File: src/rtl/instr_fetch_ctrl.sv
// Instruction fetch controller: issues word addresses to a sync-read imem, buffers responses in a 2-entry FIFO.
// Latency: issue->out_valid 2 cycles; out_ready low stalls issue once FIFO occupancy plus in-flight reaches 2.
module instr_fetch_ctrl #(
  parameter int ADDR_W = 14,
  parameter int DATA_W = 32
) (
  input  logic              clk,
  input  logic              rst_n,
  input  logic              start,
  input  logic [ADDR_W-1:0] start_pc,
  input  logic              halt_req,
  input  logic              redirect_valid,
  input  logic [ADDR_W-1:0] redirect_target,
  output logic [ADDR_W-1:0] imem_addr,
  input  logic [DATA_W-1:0] imem_rdata,
  output logic              out_valid,
  input  logic              out_ready,
  output logic [DATA_W-1:0] out_instr,
  output logic [ADDR_W-1:0] out_pc,
  output logic              busy
);

  typedef enum logic [1:0] {IDLE, RUN, DRAIN} state_t;

  typedef struct packed {
    logic [ADDR_W-1:0] pc;
    logic [DATA_W-1:0] instr;
  } entry_t;

  state_t            state;
  logic [ADDR_W-1:0] fetch_pc;
  logic [ADDR_W-1:0] inflight_pc;
  logic              inflight;
  logic [1:0]        count;
  entry_t            head;
  entry_t            tail;

  logic              flush;
  logic              pop;
  logic              push;
  logic              issue;
  logic [2:0]        occ;
  entry_t            in_ent;

  // Occupancy after this cycle's pop, counting the response already on its way.
  assign occ    = {1'b0, count} + {2'b00, inflight} - {2'b00, pop};
  assign flush  = (state == RUN) && redirect_valid;
  assign pop    = (count != 2'd0) && out_ready;
  assign issue  = (state == RUN) && !redirect_valid && (occ < 3'd2);
  assign push   = inflight && !flush;
  assign in_ent = '{pc: inflight_pc, instr: imem_rdata};

  assign imem_addr = fetch_pc;
  assign out_valid = (count != 2'd0);
  assign out_instr = head.instr;
  assign out_pc    = head.pc;
  assign busy      = (state != IDLE);

  always_ff @(posedge clk or negedge rst_n) begin
    if (!rst_n) begin
      state       <= IDLE;
      fetch_pc    <= '0;
      inflight_pc <= '0;
      inflight    <= 1'b0;
      count       <= 2'd0;
      head        <= '0;
      tail        <= '0;
    end else begin
      inflight <= issue;
      if (issue) begin
        inflight_pc <= fetch_pc;
        fetch_pc    <= fetch_pc + 1'b1;
      end

      case (state)
        IDLE: begin
          if (start) begin
            fetch_pc <= start_pc;
            state    <= RUN;
          end
        end
        RUN: begin
          if (redirect_valid) fetch_pc <= redirect_target;
          if (halt_req) state <= DRAIN;
        end
        DRAIN: begin
          if ((count == 2'd0) && !inflight) state <= IDLE;
        end
        default: state <= IDLE;
      endcase

      // Head entry drives the outputs directly, so entries shift toward it on pop.
      if (flush) begin
        count <= 2'd0;
      end else begin
        case ({push, pop})
          2'b10: begin
            if (count == 2'd0) head <= in_ent;
            else               tail <= in_ent;
            count <= count + 2'd1;
          end
          2'b01: begin
            head  <= tail;
            count <= count - 2'd1;
          end
          2'b11: begin
            if (count == 2'd1) begin
              head <= in_ent;
            end else begin
              head <= tail;
              tail <= in_ent;
            end
          end
          default: ;
        endcase
      end
    end
  end

endmodule

File: config.mk
export PLATFORM = sky130hd
export DESIGN_NAME = instr_fetch_ctrl
export DESIGN_NICKNAME = d
export VERILOG_FILES = /design/src/rtl/instr_fetch_ctrl.sv
export SDC_FILE = /design/constraint.sdc
export NUM_CORES = 1
export LEC_CHECK = 0
export CAP_MARGIN = 15
export CORE_MARGIN = 1
export CORE_UTILIZATION = 50
export DETAILED_ROUTE_END_ITERATION = 6
export PLACE_DENSITY = 0.8
export SLEW_MARGIN = 20
export SYNTH_ARGS = -nofsm -noshare
export SYNTH_HDL_FRONTEND = slang
export SYNTH_SLANG_ARGS = --single-unit
File: constraint.sdc
create_clock -name clk -period 3.4 [get_ports clk]
set_input_delay 0.34 -clock clk [delete_from_list [all_inputs] [get_ports clk]]
set_output_delay 0.34 -clock clk [all_outputs]
set_load 0.02 [all_outputs]
# Word level (Yosys, flattened, before mapping)
# Cells that the tools add are included.
dict set report op_classes {
  eq_ne 12
  addsub 5
  n_bitwise 1
  reduce_logical 19
  magnitude_cmp 1
  n_mux 16
}
# cell count
set op_table {}
lappend op_table {{$mux W46} 4}
lappend op_table {{$pmux W46 S3} 1}
lappend op_table {{$pmux W46 S2} 1}
lappend op_table {{$mux W14} 3}
lappend op_table {{$pmux W14 S2} 1}
lappend op_table {{$add A14 B1 Y14 const B} 1}
lappend op_table {{$ne A2 B2 Y1 const B} 6}
lappend op_table {{$mux W2} 4}
lappend op_table {{$eq A2 B1 Y1 const B} 3}
lappend op_table {{$eq A2 B2 Y1 const B} 3}
lappend op_table {{$logic_and A1 B1 Y1} 6}
lappend op_table {{$pmux W2 S3} 1}
lappend op_table {{$reduce_and A3 Y1} 2}
lappend op_table {{$reduce_bool A2 Y1} 3}
lappend op_table {{$reduce_bool A3 Y1} 2}
lappend op_table {{$logic_not A2 Y1} 2}
lappend op_table {{$pmux W2 S2} 1}
lappend op_table {{$reduce_and A4 Y1} 1}
lappend op_table {{$add A2 B1 Y3} 1}
lappend op_table {{$logic_not A1 Y1} 3}
lappend op_table {{$lt A3 B2 Y1 const B} 1}
lappend op_table {{$sub A3 B1 Y3} 1}
lappend op_table {{$add A2 B1 Y2 const B} 1}
lappend op_table {{$sub A2 B1 Y2 const B} 1}
lappend op_table {{$not A1 Y1} 1}
dict set report word_totals {
  elab_cells 63
  ff_bits 125
}

# Depth between registers and ports, before layout
# Gate-level depths: netlist (run 1).
dict set report depth {
  word_depth 8
  mapped_depth 13
  depth_no_buf 13
}

# Worst setup path before layout (run 1)
# OpenSTA, ideal clock, no wires.
dict set report synth_path {
  kind {register to register}
  from {reg count[1]}
  to {reg fetch_pc[13], in the netlist imem_addr[13]}
  slack_ps 558
  path_stages_with_launch 13
  arrival_time_ps 2717
  required_time_ps 3275
  n_path_buf 0
  path_cell_list {dfrtp_1 -> inv_1 -> ha_1 -> inv_1 -> nand2_2 -> xnor2_1 -> nand2_1 -> fa_1 -> and4bb_4 -> nand3_4 -> nor4_4 -> xnor2_1 -> o21ai_2}
}
dict set report synth_via {
  elab_chain_cells 8
  elab_cells_between_ends 10
  classes_between {add/sub (2); order compare (1); mux (4); reduce/logical (3)}
}
# item line_no
set synth_rtl {}
lappend synth_rtl {{from (decl)} 34} ;# logic [1:0] count;
lappend synth_rtl {{from (signal assigned)} 100} ;# count <= count + 2'd1;
lappend synth_rtl {{from (signal assigned)} 104} ;# count <= count - 2'd1;
lappend synth_rtl {{$reduce_bool A2 Y1 (*)} -}
lappend synth_rtl {{named net out_valid} 16} ;# output logic out_valid,
lappend synth_rtl {{$logic_and A1 B1 Y1 (*)} 48} ;# assign pop = (count != 2'd0) && out_ready;
lappend synth_rtl {{$sub A3 B1 Y3 (*)} 46} ;# assign occ = {1'b0, count} + {2'b00, inflight} - {2'b00, pop};
lappend synth_rtl {{$lt A3 B2 Y1 (*)} 49} ;# assign issue = (state == RUN) && !redirect_valid && (occ < 3'd2);
lappend synth_rtl {{$logic_and A1 B1 Y1 (*)} 49}
lappend synth_rtl {{$mux W14 (*)} 70} ;# if (issue) begin
lappend synth_rtl {{$mux W14, on equally long branches} {83, 77}}
lappend synth_rtl {{$pmux W14 S2 (*)} 75} ;# case (state)
lappend synth_rtl {{to (signal assigned)} 72} ;# fetch_pc <= fetch_pc + 1'b1;
lappend synth_rtl {{to (signal assigned)} 78} ;# fetch_pc <= start_pc;
lappend synth_rtl {{to (signal assigned)} 83} ;# if (redirect_valid) fetch_pc <= redirect_target;
lappend synth_rtl {{to (decl)} 31} ;# logic [ADDR_W-1:0] fetch_pc;
# The timed path passes the listed nets; every way through them passes the cells marked *.
# A chain may end at the register's enable or synchronous reset.

# Worst setup path after layout (run 1)
dict set report layout_path {
  from {reg count[1]}
  to {reg fetch_pc[4], in the netlist imem_addr[4]}
}
dict set report layout_via {
  elab_chain_cells 8
  elab_cells_between_ends 10
  classes_between {add/sub (2); order compare (1); mux (4); reduce/logical (3)}
}
# item line_no
set layout_rtl {}
lappend layout_rtl {{parallel branches: the longest is 2 deep, another holds $add A2 B1 Y3} -}
lappend layout_rtl {{$sub A3 B1 Y3 (*)} 46}
lappend layout_rtl {{$lt A3 B2 Y1 (*)} 49}
lappend layout_rtl {{$logic_and A1 B1 Y1 (*)} 49}
lappend layout_rtl {{named net issue} 41} ;# logic issue;
lappend layout_rtl {{$mux W14 (*)} 70}
lappend layout_rtl {{$mux W14, on equally long branches} {83, 77}}
lappend layout_rtl {{$pmux W14 S2 (*)} 75}
# Mark *: on every way through the listed nets, which the timed path passes.

==> metrics.yaml, run 1 <==
status:
  status: "complete, no violations"
global_route:
  grt_pass1_vias: 4321
  grt_overflow: 0
  antenna_found_initial: 0
  gr-usage-all-layers_pct: 23.9
  grt_max_degree: 93
  grt_pass1_wl_microns: 21100
timing:
  tns_ns: 0
  maxSlewHeadroom_pct: 30.5
  period_share_pct: 89.9
  final_hold_viol_count: 0
  hold_ws_ns: 0.408
  rsz0062_at_grt: "no"
  finalCriticalPeriod_ns: 3.06
  finalClockSkew_ns: 0.0118
  tightest_slew_ns: 1.04
  timing.fmax_ghz: 0.327
  finalSetupViolCount: 0
  final_max_slew_viol_count: 0
route:
  wl_microns: 12700
  drtAntennaViolNets: 0
  wl_per_cell_microns: 16.1
  first_pass_iters: 5
  routed_via_density: 5.47
  dr_total_vias: 4290
  drc: 0
  drt-initial-drc-count: 310
layout:
  layout-drive-gt1-share_pct: 17.9
  antennaDiodeCount: 0
  utilization_pct: 69.1
  nNetsFinal: 701
  syn2layout_area_growth_pct: 34.7
floorplanning:
  die_y_microns: 107
  row_count: 38
  die_w_microns: 107
  num_io_pins: 128
  die-area_sq_mm: 0.0115
  core_area_sq_mm: 0.0108
  initial_utilization_pct: 51.3
critical_path:
  regToRegSetupSlack_ns: 0.34
  r2r_start: "count[1]"
  cp_data_required_time_ns: 3.76
  cpMaxStageDelayCell: "fa_1"
  cp_max_fo: 14
  slowest_delay_ns: 0.51
  cp-end-kind: "register"
  cp_num_buf_inv: 3
  cpMostUsedCell: "inv_1"
  crit_family: "simple AND/OR/NAND/NOR gates"
  r2r-end: "imem_addr[4]"
  path_class: "reg -> reg"
  crit_chain: "inv_1 -> ha_1 -> inv_1 -> nand2_2 -> xnor2_1 -> nand2_1 -> fa_1 -> and4bb_4 -> nand2_4 -> inv_4 -> nand4_1 -> xor2_1 -> o21ai_1"
  arrival_ns: 3.42
  cp-start-kind: "register"
  rr_worst_depth: 13
yosys:
  ys_warn_count: 0
  synth.area.top_cells: "dfrtp_1 56%, mux2_2 11%, nand2_1 7.0%, a31oi_1 5.2%, nor2_1 3.7%"
  ys_types: 40
  synth_cells: 509
  yosysMostFrequentCell: "dfrtp_1"
  synthArstFlopShare_pct: 100
  synth_flop_cell: "dfrtp_1"
  synth_area_per_cell_sq_um: 10.9
  synth_edf_count: 0
  synth_fp_nets: 579
  ys_seq_area_share_pct: 56.5
  synth_largest_area_cell: "dfrtp_1"
  syn_area_sq_mm: 0.00554
  yosysTopAreaCellShare_pct: 56.5
  synthTopCellsByCount: "125 x dfrtp_1, 103 x nand2_1, 56 x mux2_2"
  synth_seq_cells: 125
worst_hold_path:
  hold_path.class: "in -> reg"
  min-delay-start: "halt_req"
  hold-path-endpoint: "state[0]"
  hold_depth: 2
clock_network:
  htreeDepth: 4
  clkLatencyLatePin_ns: 0.51
  clk_pin_slew_ns: 0.06
  postCtsSetupBuffers: 0
  cts_root_buf: "clkbuf_8"
  cts_made_buffers: 17
  cts_max_path_buffers: 2
  cts_tree: "done"
  cts_sinks: 125
power:
  leakage_nw: 3.15
  ir_drop_mv: 0.500
  powerDensity_mw_per_mm2: 1010
place:
  port_buffers: 127
  gp_congestion: 0.822
  dp_hpwl_microns: 8340
job:
  drv_cap: 0
==> per-layer routing <==
metal / global-route usage [%] / wire [microns]
met2: 40.0 / 6440
met3: 6.14 / 888
met4: 8.71 / 105
met1: 30.0 / 5220
met5: 0 / 0
==> power breakdown <==
part	switching [mW]	internal, mW
Combinational	1.66	1.51
Sequential	0.539	2.21
Clock	0.689	0.924
Total	2.89	4.64
==> sequential cells by signal, summed over array words and instances (netlist names) <==
name and flops:
out_instr 32, state 2, inflight 1, count 2
out_pc 14, tail 46, imem_addr 14, inflight_pc 14
==> final cells by class <==
class | instances | area [sq um]
inverters | 10 | 40.0
well taps | 140 | 175
multi-input cells | 344 | 2230
clock inverters | 14 | 113
fillers | 782 | 3330
repair buffers | 133 | 1340
flip-flops and latches | 125 | 3130
clock buffers | 18 | 428
==> per-stage QoR <==
step,worst slack [ns],power [mW],cells,instance area [sq um]
2_1_floorplan,0.558,4.61,509,5540
3_3_place_gp,0.416,5.73,751,6890
3_5_place_dp,0.254,5.88,751,6890
4_1_cts,0.176,7.54,784,7440
5_1_grt,0.0982,8.00,784,7460
6_report,0.342,7.53,784,7460
==> cell families (layout without fill, tap and decap cells) <==
logic type | Yosys count | in the layout | synth area share (%)
mux | 58 | 58 | 11.8
simple gates | 179 | 179 | 14.1
xor+xnor | 16 | 16 | 2.67
compound gates | 87 | 87 | 10.3
buf+inv | 40 | 175 | 3.62
fa+ha+maj | 4 | 4 | 1.04
flops | 125 | 125 | 56.5
==> worst max-delay path by stage <==
stage | end | startpoint | slack (ns) | cells after the start
finish | imem_addr[4] | count[1] | 0.34 | 13
global placement | imem_addr[4] | out_ready | 0.42 | 11
floorplan | imem_addr[13] | count[1] | 0.56 | 12
CTS | imem_addr[4] | count[1] | 0.18 | 13
detailed placement | imem_addr[4] | count[1] | 0.25 | 13
global route | imem_addr[4] | count[1] | 0.1 | 13
==> timing repair <==
| item | 4_1_cts | 5_1_grt |
|---|---|---|
| hold endpoints to repair | 59 | 0 |
| endpoints found under the setup margin | 0 | 7 |
| hold buffers | 1 | 0 |
| gates resized for setup | 0 | 4 |
==> layout by cell type (no fill, tap or decap), types with 3 or more instances in the layout <==
cell,n
mux2_2,56
clkinv_4,4
xor2_1,3
a211oi_1,4
a22oi_1,14
nor3_2,3
nand4_1,3
clkdlybuf4s50_1,126
clkinvlp_4,5
buf_4,4
nor2_1,55
o21ai_1,9
nand2_1,103
o21ai_0,8
inv_6,4
clkbuf_16,16
inv_1,9
ha_1,3
dfrtp_1,124
a31oi_1,46
xnor2_1,12
(Power assumes the default switching activity.)
==> run 2, diff against run 1 <==
--- a/config.mk
+++ b/config.mk
@@ -12,2 +12,3 @@
 export PLACE_DENSITY = 0.8
+export SKIP_LAST_GASP = 1
 export SLEW_MARGIN = 20
==> constraint.sdc (replaced) <==
create_clock -name clk -period 3.45 [get_ports clk]
set_input_delay 0.345 -clock clk [delete_from_list [all_inputs] [get_ports clk]]
set_output_delay 0.345 -clock clk [all_outputs]
set_load 0.005 [all_outputs]
==> metrics.yaml, run 2 (synthesized netlist as in run 1, its figures left out) <==
power:
  clock_power_share_pct: 25.7  # +4.3 points
  power.share.sequential_pct: 37.6  # +1.1 points
  powerDensity_mw_per_mm2: 951  # -5.9%
  switching_share_pct: 32.0  # -6.4 points
  ir_drop_mv: 0.422  # -16%
  power.internal_mw: 4.86  # +4.8%
  leakage_nw: 3.21  # +1.9%
  pwr-share-comb_pct: 36.7  # -5.4 points
  p_switching_mw: 2.29  # -21%
global_route:
  gr-usage-all-layers_pct: 22.9  # -1.0 points
  grt.busiest_layer: "met2"
  antenna_found_initial: 0  # unchanged
  met3_usage_pct: 6.99  # +0.85 points
  use_met2_pct: 36.2  # -3.7 points
  grt_use_met1_pct: 29.1  # -0.83 points
  grt_pass1_vias: 4316  # -0.12%
  grt_overflow: 0  # unchanged
  grt_pass1_wl_microns: 20300  # -3.5%
  grt_max_degree: 61  # -34%
status:
  status: "complete, no violations"
critical_path:
  arrival_ns: 3.49  # +0.07 ns
  rr_worst_depth: 13  # unchanged
  cp-start-kind: "register"
  r2r_start: "count[1]"
  regToRegSetupSlack_ns: 0.33  # about the same
  r2r-end: "imem_addr[4]"
  cp_max_fo: 14  # unchanged
  path_class: "reg -> reg"
  cp_data_required_time_ns: 3.82  # +0.06 ns
  cp-end-kind: "register"
clock_network:
  cts_tree: "done"
  postCtsSetupBuffers: 0  # unchanged
  cts_made_buffers: 17  # unchanged
  htreeDepth: 4  # unchanged
  clkLatencyLatePin_ns: 0.52  # about the same
  cts_sinks: 125  # unchanged
  cts_max_path_buffers: 2  # unchanged
  clk_pin_slew_ns: 0.06  # about the same
  cts_root_buf: "clkbuf_8"
timing:
  finalSetupViolCount: 0  # unchanged
  final_hold_viol_count: 0  # unchanged
  period_share_pct: 90.5  # +0.53 points
  layout_setup_ws_ns: 0.329  # -0.0132 ns
  tns_ns: 0  # unchanged
  tightest_slew_ns: 1.03  # -0.0163 ns
  final_max_slew_viol_count: 0  # unchanged
  maxSlewHeadroom_pct: 31.6  # +1.1 points
  rsz0062_at_grt: "no"
  finalClockSkew_ns: 0.0116  # -0.000162 ns
  finalCriticalPeriod_ns: 3.12  # +0.0632 ns
  timing.fmax_ghz: 0.320  # -2.0%
worst_hold_path:
  min-delay-start: "imem_rdata[2]"
  hold_depth: 3  # +1
  hold-path-endpoint: "out_instr[2]"
  hold_path.class: "in -> reg"
floorplanning:
  die-area_sq_mm: 0.0115  # unchanged
  num_io_pins: 128  # unchanged
  core_area_sq_mm: 0.0108  # unchanged
  die_w_microns: 107  # unchanged
  die_y_microns: 107  # unchanged
  row_count: 38  # unchanged
  initial_utilization_pct: 51.3  # unchanged
place:
  gp_congestion: 0.822  # about the same
  port_buffers: 127  # unchanged
  pre_cts_slack_ns: 0.310  # +0.0566 ns
  dp_hpwl_microns: 8160  # -2.2%
job:
  drv_cap: 0  # unchanged
layout:
  syn2layout_area_growth_pct: 35.8
  layout-drive-gt1-share_pct: 17.4  # -0.49 points
  largest_reg_flops: 46  # unchanged
  layout_common_cells: "126 x clkdlybuf4s50_1, 125 x dfrtp_1, 103 x nand2_1, 56 x mux2_2, 55 x nor2_1"
  top_register: "tail"
  antennaDiodeCount: 0  # unchanged
  utilization_pct: 69.7  # +0.58 points
  nNetsFinal: 702  # +0.14%
  final_common_cell: "clkdlybuf4s50_1"
route:
  dr_total_vias: 4251  # -0.91%
  drtAntennaViolNets: 0  # unchanged
  drt-initial-drc-count: 235  # -24%
  routed_via_density: 5.42  # -1.0%
  wl_microns: 12100  # -4.7%
  wl_per_cell_microns: 15.4  # -4.9%
  drc: 0  # unchanged
  first_pass_iters: 4  # -1
run 2: cell types whose count changed in the layout (fill, tap and decap cells not counted), moves of 2 or more:
cell        previous run  this run
clkinv_4               4         0
clkbuf_8               2         8
clkinvlp_4             5         0
bufinv_16              0         3
clkbuf_1               0         3
inv_6                  4         0
buf_4                  4         6
clkinv_2               1         3
run 2: area by class of cell:
class                           instances  area (sq um)
Inverter                               10          38.8
Clock buffer                           27           522
Tap cell                              140           175
Clock inverter                          5           100
Sequential cell                       125          3130
Timing Repair Buffer                  134          1340
Fill cell                             762          3270
Multi-Input combinational cell        344          2220
run 2: stage by stage:
step / power (mW) / instances / hold WS, ns / area, sq um
2_1_floorplan: 4.12 / 509 / 0.0494 / 5540
3_3_place_gp: 5.20 / 752 / 0.459 / 6880
3_5_place_dp: 5.32 / 752 / 0.465 / 6880
4_1_cts: 7.18 / 785 / 0.394 / 7520
5_1_grt: 7.61 / 785 / 0.406 / 7520
6_report: 7.15 / 785 / 0.415 / 7520
run 2: timing repair:
action	CTS	global route
gates resized for setup	0	1
setup endpoints to repair	0	1
hold endpoints to repair	58	0
hold buffers	1	0
run 2: power by group through the flow:
stage                     clock (mW)  sequential, mW  combinational [mW]
after floorplan                    0            2.60                1.52
after global placement             0            2.66                2.54
after detailed placement           0            2.70                2.62
after CTS                       1.86            2.69                2.64
after global routing            1.93            2.78                2.90
final                           1.83            2.69                2.63
run 2: how the worst max path moves through the flow:
stage               from       endpoint  depth (start not counted)
2_1_floorplan   count[1]  imem_addr[13]                         12
3_3_place_gp   out_ready   imem_addr[4]                         11
3_5_place_dp    count[1]   imem_addr[4]                         13
4_1_cts         count[1]   imem_addr[4]                         13
5_1_grt         count[1]   imem_addr[4]                         13
6_report        count[1]   imem_addr[4]                         13
run 2: worst max-delay path: stages, from the launching register on:
cell and delay, ns:
dfrtp_1 0.47, inv_1 0.11, ha_1 0.23, inv_1 0.10, nand2_2 0.15, xnor2_1 0.27
nand2_1 0.10, fa_1 0.42, xnor2_2 0.35, nand2_4 0.19, clkinv_2 0.18, nand4_1 0.14
xor2_1 0.18, o21ai_1 0.07
run 2: per-layer routing:
metal / part of all wire [%] / vias to the layer above
met5: 0 / -
met4: 1.2 / 0
met3: 6.6 / 19
met2: 48 / 163
met1: 44 / 2063
li1: - / 2006
